**config.mk**
```make
export PLATFORM = sky130hd
export DESIGN_NAME = priority_range_decoder_flat
export DESIGN_NICKNAME = d
export VERILOG_FILES = /design/src/rtl/priority_range_decoder_if.sv /design/src/rtl/priority_range_decoder.sv /design/src/flat_wrapper.sv
export SDC_FILE = /design/constraint.sdc
export NUM_CORES = 1
export LEC_CHECK = 0
export CORE_MARGIN = 2
export CORE_UTILIZATION = 50
export DETAILED_ROUTE_END_ITERATION = 8
export GPL_TIMING_DRIVEN = 0
export PLACE_DENSITY_LB_ADDON = 0.05
export SLEW_MARGIN = 20
export SYNTH_ARGS = -nofsm -noshare
export SYNTH_HDL_FRONTEND = slang
export SYNTH_SLANG_ARGS = --single-unit
```
**constraint.sdc**
```tcl
create_clock -name clk_i -period 2 [get_ports clk_i]
set_input_delay 0.4 -clock clk_i [delete_from_list [all_inputs] [get_ports clk_i]]
set_output_delay 0.4 -clock clk_i [all_outputs]
set_load 0.02 [all_outputs]
```
**src/rtl/priority_range_decoder_if.sv**
```systemverilog
// priority_range_decoder_if: pair stream in, decoded range out
// master drives data_left_i/data_right_i/data_val_i and observes the results;
// slave (the decoder) returns left_idx_o/right_idx_o/mask_o/span_o/zero_o/err_o/data_val_o.
interface priority_range_decoder_if #(parameter int WIDTH = 5);
    localparam int IDX_W = $clog2(WIDTH);
    localparam int CNT_W = $clog2(WIDTH + 1);
    logic [WIDTH-1:0] data_left_i;
    logic [WIDTH-1:0] data_right_i;
    logic             data_val_i;
    logic [IDX_W-1:0] left_idx_o;
    logic [IDX_W-1:0] right_idx_o;
    logic [WIDTH-1:0] mask_o;
    logic [CNT_W-1:0] span_o;
    logic             zero_o;
    logic             err_o;
    logic             data_val_o;
    modport master (
        output data_left_i, data_right_i, data_val_i,
        input  left_idx_o, right_idx_o, mask_o, span_o, zero_o, err_o, data_val_o
    );
    modport slave (
        input  data_left_i, data_right_i, data_val_i,
        output left_idx_o, right_idx_o, mask_o, span_o, zero_o, err_o, data_val_o
    );
endinterface

```
**src/rtl/priority_range_decoder.sv**
```systemverilog
// priority_range_decoder: decodes one-hot left/right pairs into indices, fill mask and span
// clk_i, rst_ni (async active-low) plain; bus (slave) carries the input pair stream
// and the registered results, valid two cycles after data_val_i.
module priority_range_decoder #(
    parameter int WIDTH = 5
) (
    input logic                     clk_i,
    input logic                     rst_ni,
    priority_range_decoder_if.slave bus
);
    localparam int IDX_W = $clog2(WIDTH);
    localparam int CNT_W = $clog2(WIDTH + 1);

    // Index bit b is the OR of every input bit whose position has bit b set.
    function automatic logic [IDX_W-1:0] enc(input logic [WIDTH-1:0] w);
        logic [IDX_W-1:0] r;
        r = '0;
        for (int i = 0; i < WIDTH; i++) r |= w[i] ? IDX_W'(i) : '0;
        return r;
    endfunction

    function automatic logic onehot(input logic [WIDTH-1:0] w);
        return (|w) && ((w & (w - WIDTH'(1))) == '0);
    endfunction

    logic             v1_q;
    logic [IDX_W-1:0] lidx1_q, ridx1_q;
    logic             lone1_q, rone1_q, lzero1_q, rzero1_q;

    always_ff @(posedge clk_i or negedge rst_ni) begin
        if (!rst_ni) begin
            v1_q     <= 1'b0;
            lidx1_q  <= '0;
            ridx1_q  <= '0;
            lone1_q  <= 1'b0;
            rone1_q  <= 1'b0;
            lzero1_q <= 1'b0;
            rzero1_q <= 1'b0;
        end else begin
            v1_q <= bus.data_val_i;
            if (bus.data_val_i) begin
                lidx1_q  <= enc(bus.data_left_i);
                ridx1_q  <= enc(bus.data_right_i);
                lone1_q  <= onehot(bus.data_left_i);
                rone1_q  <= onehot(bus.data_right_i);
                lzero1_q <= ~|bus.data_left_i;
                rzero1_q <= ~|bus.data_right_i;
            end
        end
    end

    logic             ok;
    logic             val_q;
    logic [IDX_W-1:0] lidx_d, lidx_q, ridx_d, ridx_q;
    logic [WIDTH-1:0] mask_d, mask_q;
    logic [CNT_W-1:0] span_d, span_q;
    logic             zero_d, zero_q, err_d, err_q;

    always_comb begin
        ok     = lone1_q & rone1_q & (lidx1_q >= ridx1_q);
        zero_d = lzero1_q & rzero1_q;
        err_d  = ~ok & ~zero_d;
        lidx_d = ok ? lidx1_q : '0;
        ridx_d = ok ? ridx1_q : '0;
        span_d = ok ? CNT_W'(lidx1_q) - CNT_W'(ridx1_q) + CNT_W'(1) : '0;
        mask_d = '0;
        for (int i = 0; i < WIDTH; i++)
            mask_d[i] = ok && (i >= int'(ridx1_q)) && (i <= int'(lidx1_q));
    end

    always_ff @(posedge clk_i or negedge rst_ni) begin
        if (!rst_ni) begin
            val_q  <= 1'b0;
            lidx_q <= '0;
            ridx_q <= '0;
            mask_q <= '0;
            span_q <= '0;
            zero_q <= 1'b0;
            err_q  <= 1'b0;
        end else begin
            val_q <= v1_q;
            if (v1_q) begin
                lidx_q <= lidx_d;
                ridx_q <= ridx_d;
                mask_q <= mask_d;
                span_q <= span_d;
                zero_q <= zero_d;
                err_q  <= err_d;
            end
        end
    end

    assign bus.data_val_o  = val_q;
    assign bus.left_idx_o  = lidx_q;
    assign bus.right_idx_o = ridx_q;
    assign bus.mask_o      = mask_q;
    assign bus.span_o      = span_q;
    assign bus.zero_o      = zero_q;
    assign bus.err_o       = err_q;
endmodule
```
**src/flat_wrapper.sv**
```systemverilog
// flat-port wrapper written by rule: the top's interface ports become plain ports
module priority_range_decoder_flat 
#(
    parameter int WIDTH = 5
)
  (clk_i, rst_ni, bus_data_left_i, bus_data_right_i, bus_data_val_i, bus_left_idx_o, bus_right_idx_o, bus_mask_o, bus_span_o, bus_zero_o, bus_err_o, bus_data_val_o);
  priority_range_decoder_if #(.WIDTH(WIDTH)) bus_i ();
  input logic clk_i;
  input logic rst_ni;
  input wire logic [$bits(bus_i.data_left_i)-1:0] bus_data_left_i;
  input wire logic [$bits(bus_i.data_right_i)-1:0] bus_data_right_i;
  input wire logic [$bits(bus_i.data_val_i)-1:0] bus_data_val_i;
  output wire logic [$bits(bus_i.left_idx_o)-1:0] bus_left_idx_o;
  output wire logic [$bits(bus_i.right_idx_o)-1:0] bus_right_idx_o;
  output wire logic [$bits(bus_i.mask_o)-1:0] bus_mask_o;
  output wire logic [$bits(bus_i.span_o)-1:0] bus_span_o;
  output wire logic [$bits(bus_i.zero_o)-1:0] bus_zero_o;
  output wire logic [$bits(bus_i.err_o)-1:0] bus_err_o;
  output wire logic [$bits(bus_i.data_val_o)-1:0] bus_data_val_o;
  assign bus_i.data_left_i = bus_data_left_i;
  assign bus_i.data_right_i = bus_data_right_i;
  assign bus_i.data_val_i = bus_data_val_i;
  assign bus_left_idx_o = bus_i.left_idx_o;
  assign bus_right_idx_o = bus_i.right_idx_o;
  assign bus_mask_o = bus_i.mask_o;
  assign bus_span_o = bus_i.span_o;
  assign bus_zero_o = bus_i.zero_o;
  assign bus_err_o = bus_i.err_o;
  assign bus_data_val_o = bus_i.data_val_o;
  priority_range_decoder #(.WIDTH(WIDTH)) u_core (.clk_i(clk_i), .rst_ni(rst_ni), .bus(bus_i));
endmodule
```
==> results of run 1 <==
-- cells in the mapped netlist --
library cell	count	area [µm²]
ha_1	6	75.1
nand3_1	3	15.0
o22ai_2	12	150
o21ai_0	13	65.1
nor2_1	1	3.75
nand4_1	1	6.26
o311ai_0	1	8.76
nor3_1	2	10.0
a21oi_1	1	5.00
inv_1	25	93.8
nand2_1	15	56.3
o221ai_1	1	8.76
buf_2	3	15.0
xnor2_1	1	8.76
nor3_2	2	20.0
o21ai_2	3	26.3
a21o_1	1	7.51
nor2_2	2	12.5
o22ai_1	4	25.0
xor2_1	3	26.3
mux2_2	3	33.8
nand3_2	1	10.0
clkbuf_1	1	3.75
o211a_1	2	20.0
nor2b_1	2	12.5
a31o_2	1	8.76
dfrtp_1	28	701
or3_4	2	22.5
buf_6	2	22.5
-- logic make-up (layout without fill, tap and decap cells) --
kind of cell,count (synthesis),in the layout,share of synthesized area
DFF,28,28,0.475
adders and majority gates,6,6,0.0509
and+or+nand+nor,31,31,0.115
xor gates and xnor gates,4,4,0.0238
AOI/OAI and AO/OA,39,39,0.221
buffers and inverters,31,64,0.0917
muxes,3,3,0.0229
-- registers in the layout (all words and copies together), names as in the netlist, 3 cells and up --
register and cells:
u_core.bus.right_idx_o 3, u_core.bus.mask_o 5, u_core.lidx1_q 3, u_core.bus.span_o 3
u_core.ridx1_q 3, u_core.bus.left_idx_o 3
-- per-stage QoR --
stage | total power [W] | instance area, µm² | worst slack, ns | utilization
floorplan | 0.000784 | 1470 | 0.538 | -
global placement | 0.000878 | 1800 | 0.158 | 0.648
detailed placement | 0.000884 | 1800 | 0.316 | 0.646
CTS | 0.00125 | 1850 | 0.259 | 0.665
global route | 0.00130 | 1850 | 0.225 | 0.665
finish | 0.00124 | 1850 | 0.283 | 0.665
-- layer usage --
| metal | vias up | part of all wire | wire [µm] |
|---|---|---|---|
| met1 | 526 | 0.47 | 1250 |
| met5 | - | 0 | 0 |
| met4 | 0 | 0.011 | 29 |
| met2 | 20 | 0.49 | 1320 |
| li1 | 548 | - | - |
| met3 | 4 | 0.030 | 80 |
-- layout make-up --
| cell class | instances | area, µm² | area share |
|---|---|---|---|
| plain buffers | 6 | 41.3 | 0.0223 |
| clock inverters | 1 | 30.0 | 0.0162 |
| clock buffers | 3 | 22.5 | 0.0122 |
| multi-input cells | 83 | 638 | 0.345 |
| flip-flops and latches | 28 | 701 | 0.379 |
| repair buffers | 29 | 285 | 0.154 |
| well taps | 31 | 38.8 | 0.0210 |
| inverters | 25 | 93.8 | 0.0507 |
-- where the power goes --
group / switching, W / internal [W]
Combinational: 0.000132 / 0.000114
Sequential: 0.0000291 / 0.000596
Clock: 0.000169 / 0.000203
-- worst paths after layout --
path	startpoint	end	cells after the start
worst min register to register	u_core.v1_q	u_core.bus.data_val_o	0
max in group asynchronous	rst_ni	u_core.bus.span_o[2]	1
worst max-delay path	u_core.bus.mask_o[2]	bus_mask_o[2]	1
worst min-delay path	rst_ni	u_core.lone1_q	1
min in group clk_i	u_core.v1_q	u_core.bus.data_val_o	0
worst max register to register	u_core.lidx1_q[2]	u_core.bus.right_idx_o[0]	6
==> reports/qor.csv, run 1 <==
stage,metric,value,unit
run_status,status,"complete, no violations",
layout,share of cells above drive strength 1,0.206,
layout,fin nets,195,
layout,most frequent cells in the layout,"clkdlybuf4s50_1, dfrtp_1, inv_1, nand2_1, o21ai_0",
global_route,total gr overflow,0,
layout,final cell count without fillers,206,
timing,Final Max Tran Viols,0,
floorplanning,effective utilization at floorplan,0.530,
drt,DR vias,1098,
cts,setup bufs post-CTS,0,
cts,clock tree root buffer cell,clkbuf_4,
timing,Period minus WS final,1.72,ns
synthesis,Synth warnings,0,
synthesis,Synth Net Count,161,
placed_design,IO buf count,29,
critical_path,CP Buf/Inv Count,1,
layout,# diodes,0,
critical_path,Worst path max stage delay,0.61,ns
cts,H-tree depth,1,
cts,CTS sink count,28,
worst_hold_path,Hold WC Path Type,primary input to async pin,
pwr,Lkg Pwr,0.809,nW
timing,fin crit share,0.858,
drt,number of detailed-route iterations in the first pass,4,
drt,initial drt markers,33,
cts,CTS Buffer Depth,2,
critical_path,Crit. End Element,primary output,
critical_path,CP Cell Sequence,clkdlybuf4s50_1,
critical_path,flop-to-flop setup slack,0.37,ns
timing,Slew headroom,0.580,
cts,clock buffer count from CTS,3,
placed_design,dpl cells,202,
synthesis,area of the mapped netlist,1470,µm²
global_route,met1 usage,0.232,
timing,final hold violations,0,
global_route,initial antenna violation count,0,
global_route,GR Layer Usage met3,0.0198,
drt,DR DRC count,0,
global_route,vias in the first global route,1079,
timing,Layout Skew,0.00866,ns
synthesis,number of library cell types mapped by synthesis,29,
global_route,first-pass GRT wire length,4740,µm
floorplanning,Chip Height,58.3,µm
critical_path,CP Class,register to primary output,
drt,Post-DRT Antenna Nets,0,
critical_path,crit path max-delay cell type,clkdlybuf4s50_1,
layout,fillers,242,
timing,Max Clk Rate,583,MHz
layout,Layout area overhead,25.6,%
drt,WL/cell,13.0,µm
cts,# hold bufs at CTS,0,
global_route,largest net degree at the start of global routing,29,
pwr,VDD IR max,0.653,mV
global_route,gr usage total,0.177,
synthesis,"Seq/Total Area, Yosys",0.475,
drt,total wire length,2680,µm
timing,total negative slack,0,ns
cts,Worst-path clk slew,0.16,ns
floorplanning,full die area,3400,µm²
floorplanning,Die Wd,58.3,µm
cts,CTS resizes,0,
placed_design,Post-DP HPWL,2080,µm
timing,"Setup violations, final",0,
timing,RSZ-0062 raised after global routing,no,
critical_path,cell family with most CP delay,buffers and inverters,
synthesis,syn_area_per_cell,10.4,µm²
global_route,M2 GR Usage,0.311,
cts,CTS tree,built,
critical_path,worst path arrival time,1.32,ns
global_route,layer with the highest usage,met2,
critical_path,critical-path maximum fanout,2,
floorplanning,core area,2780,µm²
drt,Vias/cell,5.33,
synthesis,Seq cells post-synth,28,
critical_path,Setup crit start kind,register,
timing,Hold Slack,0.0652,ns
pwr,Power Density,672,nW/µm²
flow_run,# Max-Cap Violations,0,
placed_design,GPL Wtd Cong,0.885,
synthesis,Mapped Cells,142,
floorplanning,I/O pin count,30,
cts,Worst-Skew Late Latency,0.33,ns
floorplanning,row count,19,
timing,measured slew at the worst slew-check pin,0.629,ns
critical_path,Worst EP required,1.60,ns
No activity file was read; power rests on OpenSTA's default activity.
==> run 2: changes to the inputs <==
--- a/config.mk
+++ b/config.mk
@@ -9,6 +9,7 @@
 export CORE_UTILIZATION = 50
 export DETAILED_ROUTE_END_ITERATION = 8
 export GPL_TIMING_DRIVEN = 0
+export MAX_ROUTING_LAYER = met4
 export PLACE_DENSITY_LB_ADDON = 0.05
 export SLEW_MARGIN = 20
 export SYNTH_ARGS = -nofsm -noshare
==> run 2 against run 1 <==
  * Clock-buffer cell count is the same
  * Power shrank 0.26%
  * Sequential share of layout area is the same
  * Register-to-register slack is essentially flat
  * Combinational power is essentially flat
  * Flip-flop and latch count is the same
  * Critical path depth is the same
  * Fmax is essentially flat
  * Core utilization is the same
  * Clock power is essentially flat
  * Final cell count is the same
  * Largest cell class unchanged
==> reports/qor.csv, run 2 (synthesized netlist as in run 1, its figures left out) <==
stage,metric,value,unit
global_route,total gr overflow,0,
worst_hold_path,Hold WC Path Type,primary input to async pin,
global_route,first-pass GRT wire length,4740,µm
critical_path,CP Cell Sequence,clkdlybuf4s50_1,
placed_design,dpl cells,202,
floorplanning,effective utilization at floorplan,0.530,
critical_path,worst path arrival time,1.32,ns
placed_design,Post-DP HPWL,2080,µm
layout,share of cells above drive strength 1,0.206,
cts,clock tree root buffer cell,clkbuf_4,
critical_path,CP Class,register to primary output,
drt,initial drt markers,28,
floorplanning,row count,19,
floorplanning,I/O pin count,30,
timing,total negative slack,0,ns
global_route,met1 usage,0.232,
global_route,initial antenna violation count,0,
cts,CTS Buffer Depth,2,
timing,Period minus WS final,1.72,ns
layout,Layout area overhead,25.6,%
drt,DR vias,1088,
critical_path,CP Buf/Inv Count,1,
floorplanning,core area,2780,µm²
drt,DR DRC count,0,
placed_design,IO buf count,29,
timing,Layout Skew,0.0120,ns
drt,number of detailed-route iterations in the first pass,2,
floorplanning,Chip Height,58.3,µm
timing,fin crit share,0.859,
global_route,largest net degree at the start of global routing,29,
drt,Post-DRT Antenna Nets,0,
cts,CTS tree,built,
flow_run,# Max-Cap Violations,0,
floorplanning,full die area,3400,µm²
cts,CTS sink count,28,
timing,Final Max Tran Viols,0,
drt,total wire length,2670,µm
global_route,GR Layer Usage met3,0.0198,
pwr,Power Density,670,nW/µm²
layout,most frequent cells in the layout,"clkdlybuf4s50_1, dfrtp_1, inv_1, nand2_1, o21ai_0",
cts,setup bufs post-CTS,0,
cts,clock buffer count from CTS,3,
timing,final hold violations,0,
cts,Worst-path clk slew,0.16,ns
layout,# diodes,0,
timing,measured slew at the worst slew-check pin,0.614,ns
global_route,M2 GR Usage,0.311,
drt,WL/cell,13.0,µm
critical_path,cell family with most CP delay,buffers and inverters,
cts,H-tree depth,1,
global_route,layer with the highest usage,met2,
layout,fin nets,195,
floorplanning,Die Wd,58.3,µm
critical_path,Worst path max stage delay,0.60,ns
drt,Vias/cell,5.28,
timing,RSZ-0062 raised after global routing,no,
global_route,gr usage total,0.183,
pwr,VDD IR max,0.650,mV
timing,"Setup violations, final",0,
run_status,status,"complete, no violations",
pwr,Pwr Total,0.00124,W
critical_path,critical-path maximum fanout,2,
placed_design,GPL Wtd Cong,0.900,
critical_path,Setup crit start kind,register,
critical_path,Crit. End Element,primary output,
global_route,vias in the first global route,1080,
layout,final cell count without fillers,206,
critical_path,crit path max-delay cell type,clkdlybuf4s50_1,
cts,# hold bufs at CTS,0,
pwr,Lkg Pwr,0.809,nW
layout,max FFs per register,5,
cts,CTS resizes,0,
critical_path,Worst EP required,1.60,ns
timing,Max Clk Rate,582,MHz
timing,Slew headroom,0.591,
cts,Worst-Skew Late Latency,0.33,ns
layout,post-layout util,0.665,
-- run 2: final timing paths --
kind | start | slack [ns] | to | cells past startpoint
max | u_core.bus.mask_o[1] | 0.28 | bus_mask_o[1] | 1
max in group asynchronous | rst_ni | 1.54 | u_core.rzero1_q | 1
min in group clk_i | u_core.v1_q | 0.51 | u_core.bus.data_val_o | 0
max reg2reg | u_core.lidx1_q[2] | 0.38 | u_core.bus.right_idx_o[0] | 6
min reg2reg | u_core.v1_q | 0.51 | u_core.bus.data_val_o | 0
min | rst_ni | 0.06 | u_core.bus.left_idx_o[2] | 1
-- run 2: routing by layer --
metal / wire [µm] / up-vias
met1: 1230 / 517
met5: 0 / -
met2: 1330 / 20
li1: - / 547
met3: 85 / 4
met4: 29 / 0
-- run 2: final cells by class --
type	count	area, µm²
plain buffers	6	41.3
repair buffers	29	285
clock inverters	1	30.0
flip-flops and latches	28	701
well taps	31	38.8
fillers	242	931
inverters	25	93.8
clock buffers	3	22.5
multi-input cells	83	638
-- run 2: report_power, final --
| group | internal [W] | total [W] | switching, W |
|---|---|---|---|
| Clock | 0.000203 | 0.000369 | 0.000167 |
| Sequential | 0.000595 | 0.000624 | 0.0000288 |
| Combinational | 0.000114 | 0.000246 | 0.000132 |
-- run 2: stage by stage --
step                      area (µm²)  hold WS [ns]  worst slack, ns
after floorplan                 1470         0.104            0.538
after global placement          1800         0.456            0.158
after detailed placement        1800         0.451            0.316
after CTS                       1850        0.0718            0.259
after global routing            1850        0.0982            0.225
final                           1850        0.0570            0.282
